$ cat src/rtl/axi_lite_ram_sched_pkg.sv
// Shared types for the AXI4-Lite to single-port RAM scheduler.
package axi_lite_ram_sched_pkg;

  typedef enum logic [1:0] {
    ST_IDLE = 2'd0,
    ST_WR   = 2'd1,
    ST_RD   = 2'd2,
    ST_RCAP = 2'd3
  } state_e;

  typedef enum logic {
    GRANT_WRITE = 1'b0,
    GRANT_READ  = 1'b1
  } grant_e;

  localparam logic [1:0] RESP_OKAY = 2'b00;

endpackage

$ cat src/rtl/axi_lite_chan_hold.sv
// One-entry holding register for an AXI channel payload; emptied only by i_clear.
module axi_lite_chan_hold #(
  parameter int WIDTH = 8
) (
  input  logic             i_clk,
  input  logic             i_rst,
  input  logic             i_valid,
  output logic             o_ready,
  input  logic [WIDTH-1:0] i_data,
  input  logic             i_block,
  input  logic             i_clear,
  output logic             o_full,
  output logic [WIDTH-1:0] o_data
);

  logic             full_q, full_d;
  logic [WIDTH-1:0] data_q, data_d;

  // Ready is withheld while reset is high and while the matching response is pending.
  assign o_ready = !full_q && !i_block && !i_rst;
  assign o_full  = full_q;
  assign o_data  = data_q;

  always_comb begin
    full_d = full_q;
    data_d = data_q;
    if (i_clear) begin
      full_d = 1'b0;
    end
    if (i_valid && o_ready) begin
      full_d = 1'b1;
      data_d = i_data;
    end
  end

  always_ff @(posedge i_clk) begin
    if (i_rst) begin
      full_q <= 1'b0;
      data_q <= '0;
    end else begin
      full_q <= full_d;
      data_q <= data_d;
    end
  end

endmodule

$ cat src/rtl/axi_lite_ram_scheduler.sv
// AXI4-Lite slave that serialises writes and reads onto one shared RAM port,
// alternating between the two when both are waiting.
module axi_lite_ram_scheduler
  import axi_lite_ram_sched_pkg::*;
#(
  parameter int ADDR_WIDTH = 7
) (
  input  logic                  i_clk,
  input  logic                  i_rst,
  input  logic                  i_awvalid,
  output logic                  o_awready,
  input  logic [ADDR_WIDTH-1:0] i_awaddr,
  input  logic                  i_wvalid,
  output logic                  o_wready,
  input  logic [31:0]           i_wdata,
  input  logic [3:0]            i_wstrb,
  output logic                  o_bvalid,
  input  logic                  i_bready,
  output logic [1:0]            o_bresp,
  input  logic                  i_arvalid,
  output logic                  o_arready,
  input  logic [ADDR_WIDTH-1:0] i_araddr,
  output logic                  o_rvalid,
  input  logic                  i_rready,
  output logic [31:0]           o_rdata,
  output logic [1:0]            o_rresp,
  output logic                  o_ram_en,
  output logic                  o_ram_we,
  output logic [3:0]            o_ram_be,
  output logic [ADDR_WIDTH-3:0] o_ram_addr,
  output logic [31:0]           o_ram_wdata,
  input  logic [31:0]           i_ram_rdata
);

  localparam int WA = ADDR_WIDTH - 2;

  state_e        state_q, state_d;
  grant_e        last_grant_q, last_grant_d;
  logic          bvalid_q, bvalid_d;
  logic          rvalid_q, rvalid_d;
  logic [31:0]   rdata_q, rdata_d;

  logic          aw_full, w_full, ar_full;
  logic [WA-1:0] aw_addr, ar_addr;
  logic [35:0]   w_data;
  logic          aw_clear, w_clear, ar_clear;
  logic          wr_elig, rd_elig;
  logic          ram_en_c, ram_we_c;
  logic [3:0]    ram_be_c;
  logic [WA-1:0] ram_addr_c;
  logic [31:0]   ram_wdata_c;

  // Byte offset within a word carries no meaning here.
  logic unused_addr_bits;
  assign unused_addr_bits = ^{i_awaddr[1:0], i_araddr[1:0]};

  axi_lite_chan_hold #(.WIDTH(WA)) u_aw_hold (
    .i_clk   (i_clk),
    .i_rst   (i_rst),
    .i_valid (i_awvalid),
    .o_ready (o_awready),
    .i_data  (i_awaddr[ADDR_WIDTH-1:2]),
    .i_block (bvalid_q),
    .i_clear (aw_clear),
    .o_full  (aw_full),
    .o_data  (aw_addr)
  );

  axi_lite_chan_hold #(.WIDTH(36)) u_w_hold (
    .i_clk   (i_clk),
    .i_rst   (i_rst),
    .i_valid (i_wvalid),
    .o_ready (o_wready),
    .i_data  ({i_wstrb, i_wdata}),
    .i_block (bvalid_q),
    .i_clear (w_clear),
    .o_full  (w_full),
    .o_data  (w_data)
  );

  axi_lite_chan_hold #(.WIDTH(WA)) u_ar_hold (
    .i_clk   (i_clk),
    .i_rst   (i_rst),
    .i_valid (i_arvalid),
    .o_ready (o_arready),
    .i_data  (i_araddr[ADDR_WIDTH-1:2]),
    .i_block (rvalid_q),
    .i_clear (ar_clear),
    .o_full  (ar_full),
    .o_data  (ar_addr)
  );

  assign wr_elig = aw_full && w_full;
  assign rd_elig = ar_full;

  always_comb begin
    state_d      = state_q;
    last_grant_d = last_grant_q;
    bvalid_d     = bvalid_q && !i_bready;
    rvalid_d     = rvalid_q && !i_rready;
    rdata_d      = rdata_q;
    aw_clear     = 1'b0;
    w_clear      = 1'b0;
    ar_clear     = 1'b0;
    ram_en_c     = 1'b0;
    ram_we_c     = 1'b0;
    ram_be_c     = 4'b0000;
    ram_addr_c   = '0;
    ram_wdata_c  = 32'h0;
    case (state_q)
      ST_IDLE: begin
        // A tie goes to whichever side did not win last time.
        if (wr_elig && (!rd_elig || last_grant_q == GRANT_READ)) begin
          state_d      = ST_WR;
          last_grant_d = GRANT_WRITE;
        end else if (rd_elig) begin
          state_d      = ST_RD;
          last_grant_d = GRANT_READ;
        end
      end
      ST_WR: begin
        ram_en_c    = 1'b1;
        ram_we_c    = 1'b1;
        ram_be_c    = w_data[35:32];
        ram_addr_c  = aw_addr;
        ram_wdata_c = w_data[31:0];
        aw_clear    = 1'b1;
        w_clear     = 1'b1;
        bvalid_d    = 1'b1;
        state_d     = ST_IDLE;
      end
      ST_RD: begin
        ram_en_c   = 1'b1;
        ram_addr_c = ar_addr;
        state_d    = ST_RCAP;
      end
      ST_RCAP: begin
        rdata_d  = i_ram_rdata;
        ar_clear = 1'b1;
        rvalid_d = 1'b1;
        state_d  = ST_IDLE;
      end
      default: state_d = ST_IDLE;
    endcase
  end

  always_ff @(posedge i_clk) begin
    if (i_rst) begin
      state_q      <= ST_IDLE;
      last_grant_q <= GRANT_READ;
      bvalid_q     <= 1'b0;
      rvalid_q     <= 1'b0;
      rdata_q      <= 32'h0;
    end else begin
      state_q      <= state_d;
      last_grant_q <= last_grant_d;
      bvalid_q     <= bvalid_d;
      rvalid_q     <= rvalid_d;
      rdata_q      <= rdata_d;
    end
  end

  // Reset also suppresses an access that would otherwise be in flight this cycle.
  assign o_ram_en    = ram_en_c && !i_rst;
  assign o_ram_we    = ram_we_c && !i_rst;
  assign o_ram_be    = i_rst ? 4'b0000 : ram_be_c;
  assign o_ram_addr  = ram_addr_c;
  assign o_ram_wdata = ram_wdata_c;
  assign o_bvalid    = bvalid_q;
  assign o_rvalid    = rvalid_q;
  assign o_rdata     = rdata_q;
  assign o_bresp     = RESP_OKAY;
  assign o_rresp     = RESP_OKAY;

endmodule

$ cat config.mk
export PLATFORM = sky130hd
export DESIGN_NAME = axi_lite_ram_scheduler
export DESIGN_NICKNAME = d
export VERILOG_FILES = /design/src/rtl/axi_lite_ram_sched_pkg.sv /design/src/rtl/axi_lite_chan_hold.sv /design/src/rtl/axi_lite_ram_scheduler.sv
export SDC_FILE = /design/constraint.sdc
export NUM_CORES = 1
export LEC_CHECK = 0
export CELL_PAD_IN_SITES_DETAIL_PLACEMENT = 0
export CELL_PAD_IN_SITES_GLOBAL_PLACEMENT = 1
export CORE_MARGIN = 8
export CORE_UTILIZATION = 34
export CTS_CLUSTER_DIAMETER = 200
export DETAILED_ROUTE_END_ITERATION = 12
export PLACE_DENSITY = 0.9
export SYNTH_ARGS = -nofsm -noshare
export SYNTH_HDL_FRONTEND = slang
export SYNTH_HIERARCHICAL = 1
export SYNTH_SLANG_ARGS = --single-unit
$ cat constraint.sdc
create_clock -name i_clk -period 4.2 [get_ports i_clk]
set_clock_uncertainty 0.2 [all_clocks]
set_input_delay 0.63 -clock i_clk [delete_from_list [all_inputs] [get_ports i_clk]]
set_output_delay 0.63 -clock i_clk [all_outputs]
set_load 0.02 [all_outputs]
Yosys cells after proc, flatten, opt, wreduce, memory -nomap -nowiden
Cells that the tools add are included.
- bits in registers: 86
- output and inout port bits: 84
- word-level logic and storage cells: 66
- eq/ne operators: 4
- muxes and demuxes: 19
- reduce and logical (&&, ||, !) cells: 32
- operator list (kind ; count):
    2-to-1 mux 32 bit ; 1
    logical AND 1 bit ; 15
    2-to-1 mux 1 bit ; 12
    one-hot mux 5 bit (2 select lines) ; 1
    logical NOT 1 bit ; 8
    2-to-1 mux 4 bit ; 2
    nonzero test 2 bit ; 4
    one-hot mux 2 bit (3 select lines) ; 1
    equality test 2 bit, second input constant ; 2
    2-to-1 mux 2 bit ; 2
    OR reduction 2 bit ; 2
    != test 3 x 2 -> 1 bit, second input constant ; 1
    equality test 2 x 1 -> 1 bit, second input constant ; 1
    logical NOT 2 bit ; 1
    AND reduction 2 bit ; 1
    logical OR 1 bit ; 1

Longest topological paths before layout
- word-level depth: 5
- gate-level depth with buffers: 5
- gate-level depth less buffers: 4

Modules after synthesis
Netlist, hierarchy kept.
- modules (own cells, without submodules) (module ; instances ; cells an instance ; area each (um^2)):
    axi_lite_ram_scheduler ; 1 ; 193 ; 1838.0
    axi_lite_chan_hold (u_w_hold) ; 1 ; 161 ; 1690.4
    axi_lite_chan_hold (u_ar_hold ...) ; 2 ; 26 ; 279.0

Least setup slack after synthesis
Ideal clock, no wire load.
- path kind: input to output
- start point: input i_rst
- end point: output o_arready
- cell stages on the path: 2
- arrival: 1.232 ns
- data required time: 3.370 ns
- buffers on the path: 1
- setup slack: 2.138 ns
- cells stage by stage: clkbuf_1 nor3_1
- word-level cells in the longest chain between the ends: 2
- ends and longest elaborated chain (what ; RTL line ; source):
    start, declared ; axi_lite_ram_scheduler.sv:9 ; input logic i_rst,
    logical NOT 1 bit ; axi_lite_chan_hold.sv:20 ; assign o_ready = !full_q && !i_block && !i_rst;
    logical AND 1 bit ; axi_lite_chan_hold.sv:20 ;
    end, declared ; axi_lite_ram_scheduler.sv:21 ; output logic o_arready,
Every way passes these cells.

Worst setup path in the final report
- start point: register state_q[1]
- end point: output o_ram_we
- word-level cells in the longest chain between the ends: 3
- ends and longest elaborated chain (what ; RTL line ; source):
    start, declared ; axi_lite_ram_scheduler.sv:37 ; state_e state_q, state_d;
    start signal, assigned ; axi_lite_ram_scheduler.sv:155 ; state_q <= state_d;
    equality test 2 x 1 -> 1 bit ; axi_lite_ram_scheduler.sv:110 ; case (state_q)
    2-to-1 mux 1 bit ; axi_lite_ram_scheduler.sv:110 ;
    logical AND 1 bit ; axi_lite_ram_scheduler.sv:165 ; assign o_ram_we = ram_we_c && !i_rst;
    end, declared ; axi_lite_ram_scheduler.sv:28 ; output logic o_ram_we,
Every way passes these cells.

==> metrics.md <==
| Metric | Value |
|---|---|
| Status | completed |
| TritonCTS clock tree | yes |
| Multi-input gate area | 2116 µm² |
| GP Congestion | 0.7434 |
| Synth cell types | 29 |
| Setup violations, final | 0 |
| Post-synthesis sequential area ratio | 42.13% |
| Post-synthesis cell count | 406 |
| Max cap viols | 0 |
| Post-synthesis area per instance | 10.07 µm² |
| Hold path startpoint | u_w_hold/o_data[11]$_SDFFE_PP0P_ |
| GRT Residual Overflow | 0 |
| First-pass GRT wire length | 17070 µm |
| Sw power | 706.5 µW |
| Starting DRC count in detailed routing | 106 |
| Vias in the first global route | 3403 |
| Pint | 1.742 mW |
| EDFF count, synth | 0 |
| Reg2reg start | state_q[0]$_SDFFE_PP0P_ |
| Layout cells sized above 1 | 4.982% |
| Die X | 125.6 µm |
| Critical Path Sink Type | output pin |
| Tmin final | 3.110 ns |
| H-tree Lvls | 3 |
| Antenna viol nets, final | 0 |
| Syn. warnings | 6 |
| Depth of the most critical reg-to-reg path | 3 |
| Final hold violations | 0 |
| Setup Crit Path Kind | flop to output pin |
| Die Footprint | 15780 µm² |
| Setup Buffers After CTS | 0 |
| Final Cycle Share | 74.05% |
| Dpl ws | 1.324 ns |
| CP max FO | 31 |
| Worst relative slew slack | 30.42% |
| Worst setup path endpoint | o_ram_we |
| Final instance area | 6003 µm² |
| Mapped Area | 4086 µm² |
| RSZ-0062 raised after global routing | no |
| Clock sink count | 86 |
| Ant. Diodes | 0 |
| Critical path origin | state_q[1]$_SDFFE_PP0P_ |
| WP data arrival | 2.28 ns |
| Nets | 652 |
| Core Region | 11860 µm² |
| Fill count | 1086 |
| Seq pwr share | 40.2% |
| Combinational share of power | 27.3% |
| Pwr dens | 407.8 nW/µm² |
| Setup TNS | 0 ns |
| Fmax | 321.5 MHz |
| Resize count post-CTS | 0 |
| Commonest cells after routing, fill and taps aside | clkdlybuf4s50_1, nand2b_1, dfxtp_1, mux2i_1, and2_1 |
| Max Slew Vio Count | 0 |
| Worst-Margin Slew | 1.044 ns |
| Detailed-route wire length per cell | 14.80 µm |
| Worst R2R End | o_rdata[18]$_SDFFE_PP0P_ |
| Asr flop ratio synth | 0% |
| Post-route DRC | 0 |
| Switching fraction of total power | 28.86% |
| Leak pwr | 2.234 nW |
| Detailed Routing Iterations Pass 1 | 5 |
| Most used flip-flop cell after synthesis | dfxtp_1 |
| Overall Global Routing Usage | 13.11% |
| Reg area | 1722 µm² |
| Vias per cell | 4.550 |
| Clock buffer count from CTS | 9 |
| Worst-Skew Late Latency | 0.33 ns |
| Layout area overhead | 46.91% |
| Clock-pin slew on the worst setup and hold paths | 0.06 ns |
| Dpl hpwl | 7691 µm |
| Via count | 3226 |
| Initial Util | 34.45% |
| Rows | 40 |
| CP required | 3.37 ns |
| CP Launch Type | flop |
| Setup ws final | 1.090 ns |
| VDD IR max | 0.0001708 V |
| Clock Path Buffers | 2 |
| Root Driver | clkbuf_16 |
| Initial antenna violation count | 0 |
| Hold Crit Class | flop to flop |
| Most common cell after layout, fill and taps aside | clkdlybuf4s50_1 |
| Area post-placement | 5702 µm² |
| Post-CTS Hold Fix Bufs | 0 |
| Final WL | 10490 µm |
| Die Height | 125.6 µm |
| Seq cells post-synth | 86 |
| Port buffer count | 164 |
| Ports | 173 |
| Clock network fraction of total power | 32.5% |
| Largest net degree at the start of global routing | 79 |
| Internal reg-to-reg setup slack | 2.13 ns |
## worst min-delay path by stage
| stage | end | slack (ns) | depth (start not counted) |
|---|---|---|---|
| floorplan | u_w_hold/o_data[0]$_SDFFE_PP0P_ | 0.24 | 2 |
| global placement | u_w_hold/o_data[31]$_SDFFE_PP0P_ | 0.25 | 2 |
| detailed placement | u_w_hold/o_data[16]$_SDFFE_PP0P_ | 0.26 | 2 |
| CTS | u_w_hold/o_data[24]$_SDFFE_PP0P_ | 0.27 | 2 |
| global route | u_w_hold/o_data[12]$_SDFFE_PP0P_ | 0.28 | 2 |
| finish | u_w_hold/o_data[11]$_SDFFE_PP0P_ | 0.27 | 2 |
## synth_stat cells (all sizes together) (2+ instances only)
cell,number,area share [%]
nand2b,94,14
dfxtp,86,42
mux2i,78,19
and2,37,5.7
nor2,32,2.9
buf,19,5.1
nor2b,12,2.0
clkbuf,11,1.0
ha,6,1.8
a22oi,5,0.92
inv,5,0.46
a21oi,3,0.37
nor3,3,0.37
nor3b,3,1.2
o21ba,3,0.73
o21bai,2,0.37
## per-layer routing
metal	routed length [µm]	GRT usage [%]	vias to the layer above
met3	1209	6.751	11
met2	4502	19.71	127
met4	104	4.585	0
met1	4676	15.70	1478
met5	0	0	-
li1	-	-	1610
## area by class of cell
class,count,share of cell area (%)
clock buffer,11,4.043
clock inverter,5,0.9796
inverter,5,0.3126
multi-input combinational,288,35.24
tap,147,3.064
sequential,86,28.68
timing repair buffer,167,27.68
## critical path, cell delays in order (launching register included)
cell and delay [ns]:
dfxtp_1 0.35, inv_1 0.12, ha_1 0.32, buf_4 0.34, nor2b_1 0.17, clkdlybuf4s50_1 0.65
## stage by stage
| step | hold slack, ns | cells | util [%] | power (mW) |
|---|---|---|---|---|
| 2_1_floorplan | 0.2441 | 409 | - | 1.442 |
| 3_3_place_gp | 0.2531 | 693 | 48.07 | 1.662 |
| 3_5_place_dp | 0.2558 | 693 | 48.07 | 1.682 |
| 4_1_cts | 0.2729 | 709 | 50.61 | 2.497 |
| 5_1_grt | 0.2842 | 709 | 50.61 | 2.585 |
| 6_report | 0.2695 | 709 | 50.61 | 2.448 |
## cell families after synthesis
kind of cell               synth area share (%)
and+or+nand+nor                           27.04
DFF                                       42.13
muxes                                     19.11
buffers and inverters                     6.583
AOI/OAI and AO/OA                         3.215
adders and majority gates                 1.837
other                                   0.09177
## power groups by stage
stage                     logic [mW]  clock network (mW)  registers, mW
after global placement         0.667                   0          0.996
after CTS                      0.683               0.829          0.985
after floorplan                0.431                   0           1.01
after global routing           0.729               0.857          0.998
final                          0.669               0.796          0.984
after detailed placement       0.682                   0           1.00
## registers in the layout, summed over array words and instances (netlist names)
| name | cells |
|---|---|
| u_w_hold/o_data | 36 |
| u_aw_hold/o_full | 1 |
| o_rdata | 32 |
| u_w_hold/o_full | 1 |
| o_bvalid | 1 |
| last_grant_q | 1 |
| state_q | 2 |
| u_ar_hold/o_data | 5 |
| o_rvalid | 1 |
| u_aw_hold/o_data | 5 |
| u_ar_hold/o_full | 1 |
Note: power is estimated with default switching activity, not from simulation.
